## config.mk

```make
export PLATFORM = sky130hd
export DESIGN_NAME = regfile_read_decoder_flat
export DESIGN_NICKNAME = d
export VERILOG_FILES = /design/src/rtl/regfile_read_decoder_if.sv /design/src/rtl/regfile_read_decoder.sv /design/src/flat_wrapper.sv
export SDC_FILE = /design/constraint.sdc
export NUM_CORES = 1
export LEC_CHECK = 0
export ABC_CLOCK_PERIOD_IN_PS = 1130
export CAP_MARGIN = 40
export CORE_MARGIN = 2
export CORE_UTILIZATION = 39
export CTS_BUF_LIST = sky130_fd_sc_hd__clkbuf_4 sky130_fd_sc_hd__clkbuf_8 sky130_fd_sc_hd__clkbuf_16
export DETAILED_ROUTE_END_ITERATION = 8
export GPL_ROUTABILITY_DRIVEN = 0
export GPL_TIMING_DRIVEN = 0
export HOLD_SLACK_MARGIN = 0.1
export MAX_ROUTING_LAYER = met4
export PLACE_DENSITY = 0.74
export SYNTH_ARGS = -nofsm -noshare
export SYNTH_HDL_FRONTEND = slang
export SYNTH_SLANG_ARGS = --single-unit
```

## constraint.sdc

```tcl
create_clock -name clk -period 1.13 [get_ports clk]
set_input_delay 0.226 -clock clk [delete_from_list [all_inputs] [get_ports clk]]
set_output_delay 0.226 -clock clk [all_outputs]
set_load 0.02 [all_outputs]
```

## src/rtl/regfile_read_decoder_if.sv

```systemverilog
// Read-decoder bus: decode-stage requests, write snoop and stall in; wordlines and flags out.
interface regfile_read_decoder_if #(
  parameter int ADDR_W    = 4,
  parameter int NUM_REGS  = 16,
  parameter int NUM_PORTS = 2
);
  logic                          stall;
  logic [NUM_PORTS-1:0]          rd_valid;
  logic [NUM_PORTS*ADDR_W-1:0]   rd_id;
  logic                          wr_en;
  logic [ADDR_W-1:0]             wr_id;
  logic [NUM_PORTS*NUM_REGS-1:0] wordline;
  logic [NUM_PORTS-1:0]          wl_valid;
  logic [NUM_PORTS-1:0]          bypass;
  logic [NUM_PORTS-1:0]          oob;
  logic                          oob_sticky;

  modport master (
    output stall, rd_valid, rd_id, wr_en, wr_id,
    input  wordline, wl_valid, bypass, oob, oob_sticky
  );

  modport slave (
    input  stall, rd_valid, rd_id, wr_en, wr_id,
    output wordline, wl_valid, bypass, oob, oob_sticky
  );
endinterface

```

## src/rtl/regfile_read_decoder.sv

```systemverilog
// Registered multi-port register-file read decoder with zero-register masking,
// out-of-range flagging and same-cycle write bypass detection.
module regfile_read_decoder #(
  parameter int ADDR_W    = 4,
  parameter int NUM_REGS  = 16,
  parameter int NUM_PORTS = 2,
  parameter int ZERO_REG  = 1
) (
  input logic                   clk,
  input logic                   rst_n,
  regfile_read_decoder_if.slave bus
);

  localparam int              DEC_W = 1 << ADDR_W;
  localparam logic [ADDR_W:0] LIMIT = (ADDR_W + 1)'(NUM_REGS);

  // Log-depth shifter: each ID bit k conditionally shifts the token by 2**k.
  function automatic logic [DEC_W-1:0] stage_decode(input logic [ADDR_W-1:0] id);
    logic [DEC_W-1:0] acc;
    acc    = {DEC_W{1'b0}};
    acc[0] = 1'b1;
    for (int k = 0; k < ADDR_W; k++) begin
      if (id[k]) begin
        acc = acc << (32'd1 << k);
      end else begin
        acc = acc;
      end
    end
    return acc;
  endfunction

  logic [NUM_PORTS*NUM_REGS-1:0] next_wordline_s;
  logic [NUM_PORTS-1:0]          next_valid_s;
  logic [NUM_PORTS-1:0]          next_bypass_s;
  logic [NUM_PORTS-1:0]          next_oob_s;
  logic [ADDR_W-1:0]             port_id_s;
  logic [DEC_W-1:0]              full_dec_s;
  logic                          zero_s;

  logic [NUM_PORTS*NUM_REGS-1:0] wordline_r;
  logic [NUM_PORTS-1:0]          wl_valid_r;
  logic [NUM_PORTS-1:0]          bypass_r;
  logic [NUM_PORTS-1:0]          oob_r;
  logic                          oob_sticky_r;

  // Per-port next-state decode from the current request and write snoop.
  always_comb begin
    next_wordline_s = {(NUM_PORTS*NUM_REGS){1'b0}};
    next_valid_s    = {NUM_PORTS{1'b0}};
    next_bypass_s   = {NUM_PORTS{1'b0}};
    next_oob_s      = {NUM_PORTS{1'b0}};
    port_id_s       = {ADDR_W{1'b0}};
    full_dec_s      = {DEC_W{1'b0}};
    zero_s          = 1'b0;
    for (int p = 0; p < NUM_PORTS; p++) begin
      port_id_s       = bus.rd_id[p*ADDR_W +: ADDR_W];
      full_dec_s      = stage_decode(port_id_s);
      zero_s          = (ZERO_REG != 0) && (port_id_s == {ADDR_W{1'b0}});
      next_valid_s[p] = bus.rd_valid[p];
      next_oob_s[p]   = bus.rd_valid[p] && ({1'b0, port_id_s} >= LIMIT);
      if (bus.rd_valid[p] && !next_oob_s[p] && !zero_s) begin
        next_wordline_s[p*NUM_REGS +: NUM_REGS] = full_dec_s[NUM_REGS-1:0];
        next_bypass_s[p] = bus.wr_en && (bus.wr_id == port_id_s);
      end else begin
        next_wordline_s[p*NUM_REGS +: NUM_REGS] = {NUM_REGS{1'b0}};
        next_bypass_s[p] = 1'b0;
      end
    end
  end

  // Output registers: reset beats stall; stall drops the cycle's inputs.
  always_ff @(posedge clk) begin
    if (!rst_n) begin
      wordline_r   <= {(NUM_PORTS*NUM_REGS){1'b0}};
      wl_valid_r   <= {NUM_PORTS{1'b0}};
      bypass_r     <= {NUM_PORTS{1'b0}};
      oob_r        <= {NUM_PORTS{1'b0}};
      oob_sticky_r <= 1'b0;
    end else if (!bus.stall) begin
      wordline_r   <= next_wordline_s;
      wl_valid_r   <= next_valid_s;
      bypass_r     <= next_bypass_s;
      oob_r        <= next_oob_s;
      oob_sticky_r <= oob_sticky_r | (|next_oob_s);
    end else begin
      wordline_r   <= wordline_r;
      wl_valid_r   <= wl_valid_r;
      bypass_r     <= bypass_r;
      oob_r        <= oob_r;
      oob_sticky_r <= oob_sticky_r;
    end
  end

  assign bus.wordline   = wordline_r;
  assign bus.wl_valid   = wl_valid_r;
  assign bus.bypass     = bypass_r;
  assign bus.oob        = oob_r;
  assign bus.oob_sticky = oob_sticky_r;

endmodule

```

## src/flat_wrapper.sv

```systemverilog
// flat-port wrapper written by rule: the top's interface ports become plain ports
module regfile_read_decoder_flat 
#(
  parameter int ADDR_W    = 4,
  parameter int NUM_REGS  = 16,
  parameter int NUM_PORTS = 2,
  parameter int ZERO_REG  = 1
)
  (clk, rst_n, bus_stall, bus_rd_valid, bus_rd_id, bus_wr_en, bus_wr_id, bus_wordline, bus_wl_valid, bus_bypass, bus_oob, bus_oob_sticky);
  regfile_read_decoder_if #(.ADDR_W(ADDR_W), .NUM_REGS(NUM_REGS), .NUM_PORTS(NUM_PORTS)) bus_i ();
  input logic clk;
  input logic rst_n;
  input wire logic [$bits(bus_i.stall)-1:0] bus_stall;
  input wire logic [$bits(bus_i.rd_valid)-1:0] bus_rd_valid;
  input wire logic [$bits(bus_i.rd_id)-1:0] bus_rd_id;
  input wire logic [$bits(bus_i.wr_en)-1:0] bus_wr_en;
  input wire logic [$bits(bus_i.wr_id)-1:0] bus_wr_id;
  output wire logic [$bits(bus_i.wordline)-1:0] bus_wordline;
  output wire logic [$bits(bus_i.wl_valid)-1:0] bus_wl_valid;
  output wire logic [$bits(bus_i.bypass)-1:0] bus_bypass;
  output wire logic [$bits(bus_i.oob)-1:0] bus_oob;
  output wire logic [$bits(bus_i.oob_sticky)-1:0] bus_oob_sticky;
  assign bus_i.stall = bus_stall;
  assign bus_i.rd_valid = bus_rd_valid;
  assign bus_i.rd_id = bus_rd_id;
  assign bus_i.wr_en = bus_wr_en;
  assign bus_i.wr_id = bus_wr_id;
  assign bus_wordline = bus_i.wordline;
  assign bus_wl_valid = bus_i.wl_valid;
  assign bus_bypass = bus_i.bypass;
  assign bus_oob = bus_i.oob;
  assign bus_oob_sticky = bus_i.oob_sticky;
  regfile_read_decoder #(.ADDR_W(ADDR_W), .NUM_REGS(NUM_REGS), .NUM_PORTS(NUM_PORTS), .ZERO_REG(ZERO_REG)) u_core (.clk(clk), .rst_n(rst_n), .bus(bus_i));
endmodule
```

# Yosys cells after proc, flatten, opt, wreduce, memory -nomap -nowiden
# Index checks and enable logic that the tools add are counted.
# W data, S select, Z words.
[word_totals]
reg_bits = 36
input_bits = 18
word_cells = 25
[classes]
eq_ne = 2
mux = 12
n_reduce_logical = 8
[op_table]
columns = ["operator", "count"]
rows = [
  ["$mux W16", 8],
  ["$eq A4 B4 Y1", 2],
  ["$logic_not A4 Y1", 2],
  ["$logic_and A1 B1 Y1", 4],
  ["$mux W2", 2],
  ["$logic_not A1 Y1", 2],
  ["$mux W1", 2],
]

# Longest topological paths before layout
[depth]
word_depth = 5
mapped_depth = 6
ltp_nobuf = 3

# Worst setup path after synthesis
# OpenSTA, ideal clock, no wires.
[synth_timing]
path_type = "input to register"
startpoint = "input bus_stall"
endpoint = "register u_core.wordline_r[7] (netlist: u_core.bus.wordline[7])"
setup_time_ns = 0.117
arrival_ns = 0.974
path_slack_ns = 0.039
cell_stages = 4
path_cell_list = "buf_6 > and3b_2 > and3b_4 > a32o_1"
[synth_rtl]
columns = ["element", "line", "source"]
rows = [
  ["start, declared", "flat_wrapper.sv:13", "input wire logic [$bits(bus_i.stall)-1:0] bus_stall;"],
  ["end signal, assigned", "regfile_read_decoder.sv:74", "wordline_r <= {(NUM_PORTS*NUM_REGS){1'b0}};"],
  ["end signal, assigned", "regfile_read_decoder.sv:80", "wordline_r <= next_wordline_s;"],
  ["end signal, assigned", "regfile_read_decoder.sv:86", "wordline_r <= wordline_r;"],
  ["end, declared", "regfile_read_decoder.sv:40", "logic [NUM_PORTS*NUM_REGS-1:0] wordline_r;"],
]

# Worst setup path in the final report
[layout_timing]
startpoint = "register u_core.wordline_r[15] (netlist: u_core.bus.wordline[15])"
endpoint = "output bus_wordline[15]"
[layout_rtl]
columns = ["element", "line", "source"]
rows = [
  ["end, declared", "flat_wrapper.sv:18", "output wire logic [$bits(bus_i.wordline)-1:0] bus_wordline;"],
]
# No word-level cell between the ends.

==> results.txt <==
----------------------------------------------------
[Outcome]
  Run status ... finished, final reports clean

[Clock network]
  Count of H-tree levels built during CTS ... 2
  Clk Latency, worst-skew pair ... approximately 0.29 ns
  Number of buffers added to fix hold violations after cts ... 0
  CTS sink count ... 36
  CTS Root Cell ... clkbuf_8
  TritonCTS Buffers ... 5
  TritonCTS clock tree ... done
  Clock transition at the register clock pins on the worst setup and hold paths after CTS ... 0.07 ns
  Longest Clk Path Bufs ... 2

[Global routing]
  First-pass GRT wire length ... roughly 5900 um
  Global routing usage on met1 ... 20.2%
  Pin count of the biggest net entering global routing ... 12
  GRT busiest layer ... met2
  Antenna violations before repair ... 0
  Tot GR Track Use ... a little under a fifth
  Vias in the first global route ... approximately 1.2k
  Fraction of met3 tracks used by global routing ... under 10%
  Met2 GRT Util ... 31.8%
  Total congestion overflow after global routing ... 0

[Layout]
  Most frequent standard cell in the layout excluding fill and tap cells ... buf_2
  Layout Area Growth over Synthesis ... 37.8%
  Final Net Count ... between 200 and 250
  Number of inserted filler cells in the final layout ... approximately 340
  FF/Latch Area ... between 700 and 800 um^2
  Area of all placed cells without fillers ... 2020 um^2
  Diode insertion count for antenna repair ... 0
  Top library cells by usage in the layout, fill and taps aside ... buf_2, dfxtp_1, nand2_1
  Layout cell share with drive strength beyond 1 ... 36.1%
  Area taken by multi-input logic gates ... around 700 um^2

[Floorplanning]
  Die boundary height ... around 65 um
  Placement Rows ... 22
  Die width ... 65.3 um
  Starting Density ... between 40% and 50%
  Die Outline Area ... between 4000 and 5000 um^2
  Placeable Area ... around 3600 um^2
  I/O pin total ... between 50 and 60

[Timing]
  Final hold violation count ... 0
  Fmax achieved ... between 900 and 1000 MHz
  Share of the cycle needed by the critical path after routing ... about 90%
  Final number of setup-violating endpoints ... 0
  Setup TNS ... 0 ns
  Clock skew ... 0 ns
  Min cycle time layout ... roughly 1.0 ns
  Number of pins with negative max-slew slack in the final report ... 0
  Unrepaired setup endpoints after global routing ... no
  Setup ws final ... around 0.084 ns

[Critical path]
  Buffers & Inverters on Critical Path ... 1
  Critical Setup Path Class ... register to output pin
  Required time reported for the critical path endpoint ... 0.90 ns
  Length in cells of the worst reg-to-reg path ... 2
  Critical path endpoint category ... output pin
  Critical path cell sequence ... buf_2
  Worst path arrival time ... slightly above 0.8 ns
  CP max stage cell ... dfxtp_1
  Kind of cell adding the most delay to the critical path ... flip-flops
  Delay of the slowest critical-path stage ... ~0.35 ns
  CP Depth ... 1
  Critical Path Source Type ... register
  Crit Path Max Fanout ... 2

[Place]
  Port Buffers ... 50
  Estimated wirelength of the detail-placed design ... between 2000 and 3000 um
  Post-Place Setup Slack ... -0.578 ns
  Placed instance area ... around 2000 um^2

[Power]
  Power per cell area ... 1380 nW/um^2
  Sum of internal, switching and leakage power ... around 2.8 mW
  Max rail drop VDD ... between 0.8 and 0.9 mV
  Total leakage power ... 0.929 nW

[Min path]
  Cell depth of the worst min-delay path ... 2
  Type of the tightest min-delay check ... primary input to register

[Yosys]
  Top-area cell type share of the netlist area ... between 40% and 50%
  Number of different library cells in the post-synthesis netlist ... 26
  Largest cells by area after synthesis ... dfxtp_1, a22o_1, xor2_1
  Post-Synthesis Cells ... ~140
  Seq/Total Area, Yosys ... 49.2%
  Total standard cell area after synthesis ... 1470 um^2
  Number of synthesized flops with an enable pin ... 0
  Yosys top cell by area ... dfxtp_1
  Most instantiated flip-flop cell in the synthesis netlist ... dfxtp_1
  Number of synthesized register bits ... 36
  Yosys warning count ... 0
  Mean post-synth cell area ... 10.4 um^2
  Fraction of registers with async set or reset after synthesis ... 0%

[Detailed routing]
  Violation count after the first detailed-routing iteration ... 58
  DRC violation count after routing ... 0
  Via count of the routed design ... 1257
  Routed vias/inst ... a little over 5
  Total iterations of the first detailed-routing run ... 4
  Per-cell routed wire length ... between 10 and 15 um
  Total routed wirelength ... ~3500 um
  Routed Antenna Nets ... 0

[Job]
  Number of max-cap violations ... 0

----------------------------------------------------
## sequential cells by signal, summed over array words and instances (netlist names)
signal               cells
u_core.bus.bypass        2
u_core.bus.wl_valid      2
u_core.bus.wordline     32
## power by group
group,internal [mW],total (mW),switching [mW],leakage (nW)
clock,0.778,1.22,0.441,0.0645
sequential,1.28,1.29,0.00692,0.291
combinational,0.117,0.282,0.165,0.574
## Yosys cell counts (2+ instances only)
master     count
buf_2          7
xor2_1         8
and3b_4        4
nor2b_1        7
a22o_1        12
dfxtp_1       36
o31ai_1        2
buf_4          3
a2111oi_4      2
and3b_2        2
and3_1         2
a32o_1         6
nand2_1       18
nand3_1        2
nand2b_1       4
o21ai_0       11
nor2_1         6
## final cells by class
class / instances / area share, %
multi-input cells: 95 / 35.6
plain buffers: 12 / 4.28
clock buffers: 7 / 4.77
flip-flops and latches: 36 / 35.7
clock inverters: 1 / 1.49
repair buffers: 51 / 15.2
well taps: 48 / 2.97
## cell families after synthesis
| logic type | Yosys count | synth area share, % |
|---|---|---|
| xor+xnor | 8 | 4.78 |
| buf+inv | 12 | 5.04 |
| simple gates | 48 | 19.4 |
| compound gates | 35 | 20.7 |
| other cells | 1 | 0.256 |
| mux | 1 | 0.683 |
| flops | 36 | 49.2 |
## path summary, 6_finish.rpt
check / slack (ns) / end / from
worst max-delay path: 0.08 / bus_wordline[15] / u_core.bus.wordline[15]
worst min register to register: 0.46 / u_core.bus.wordline[13] / u_core.bus.wordline[13]
worst max register to register: 0.49 / u_core.bus.wl_valid[0] / u_core.bus.wl_valid[0]
worst min-delay path: 0.20 / u_core.bus.wordline[16] / bus_stall
## layer usage
metal  part of all wire [%]  wire (um)  vias up
met5                      0          0        -
met2                     52       1830       48
met4                    1.9         66        0
met1                     40       1400      593
met3                    6.8        239        6
li1                       -          -      610
## metrics by stage
stage               utilization, %  std cells  hold slack [ns]
floorplan                        -        143            0.354
global placement              56.0        241            0.436
detailed placement            56.0        241            0.450
CTS                           59.3        250            0.197
global route                  55.6        250            0.206
finish                        55.6        250            0.200
## what timing repair did
action / in CTS / in global routing
endpoints found under the setup margin: 68 / 49
pin swaps: 2 / 0
buffers inserted: 1 / 0
gates resized for setup: 147 / 23
Power figures use the tool's default switching activity.
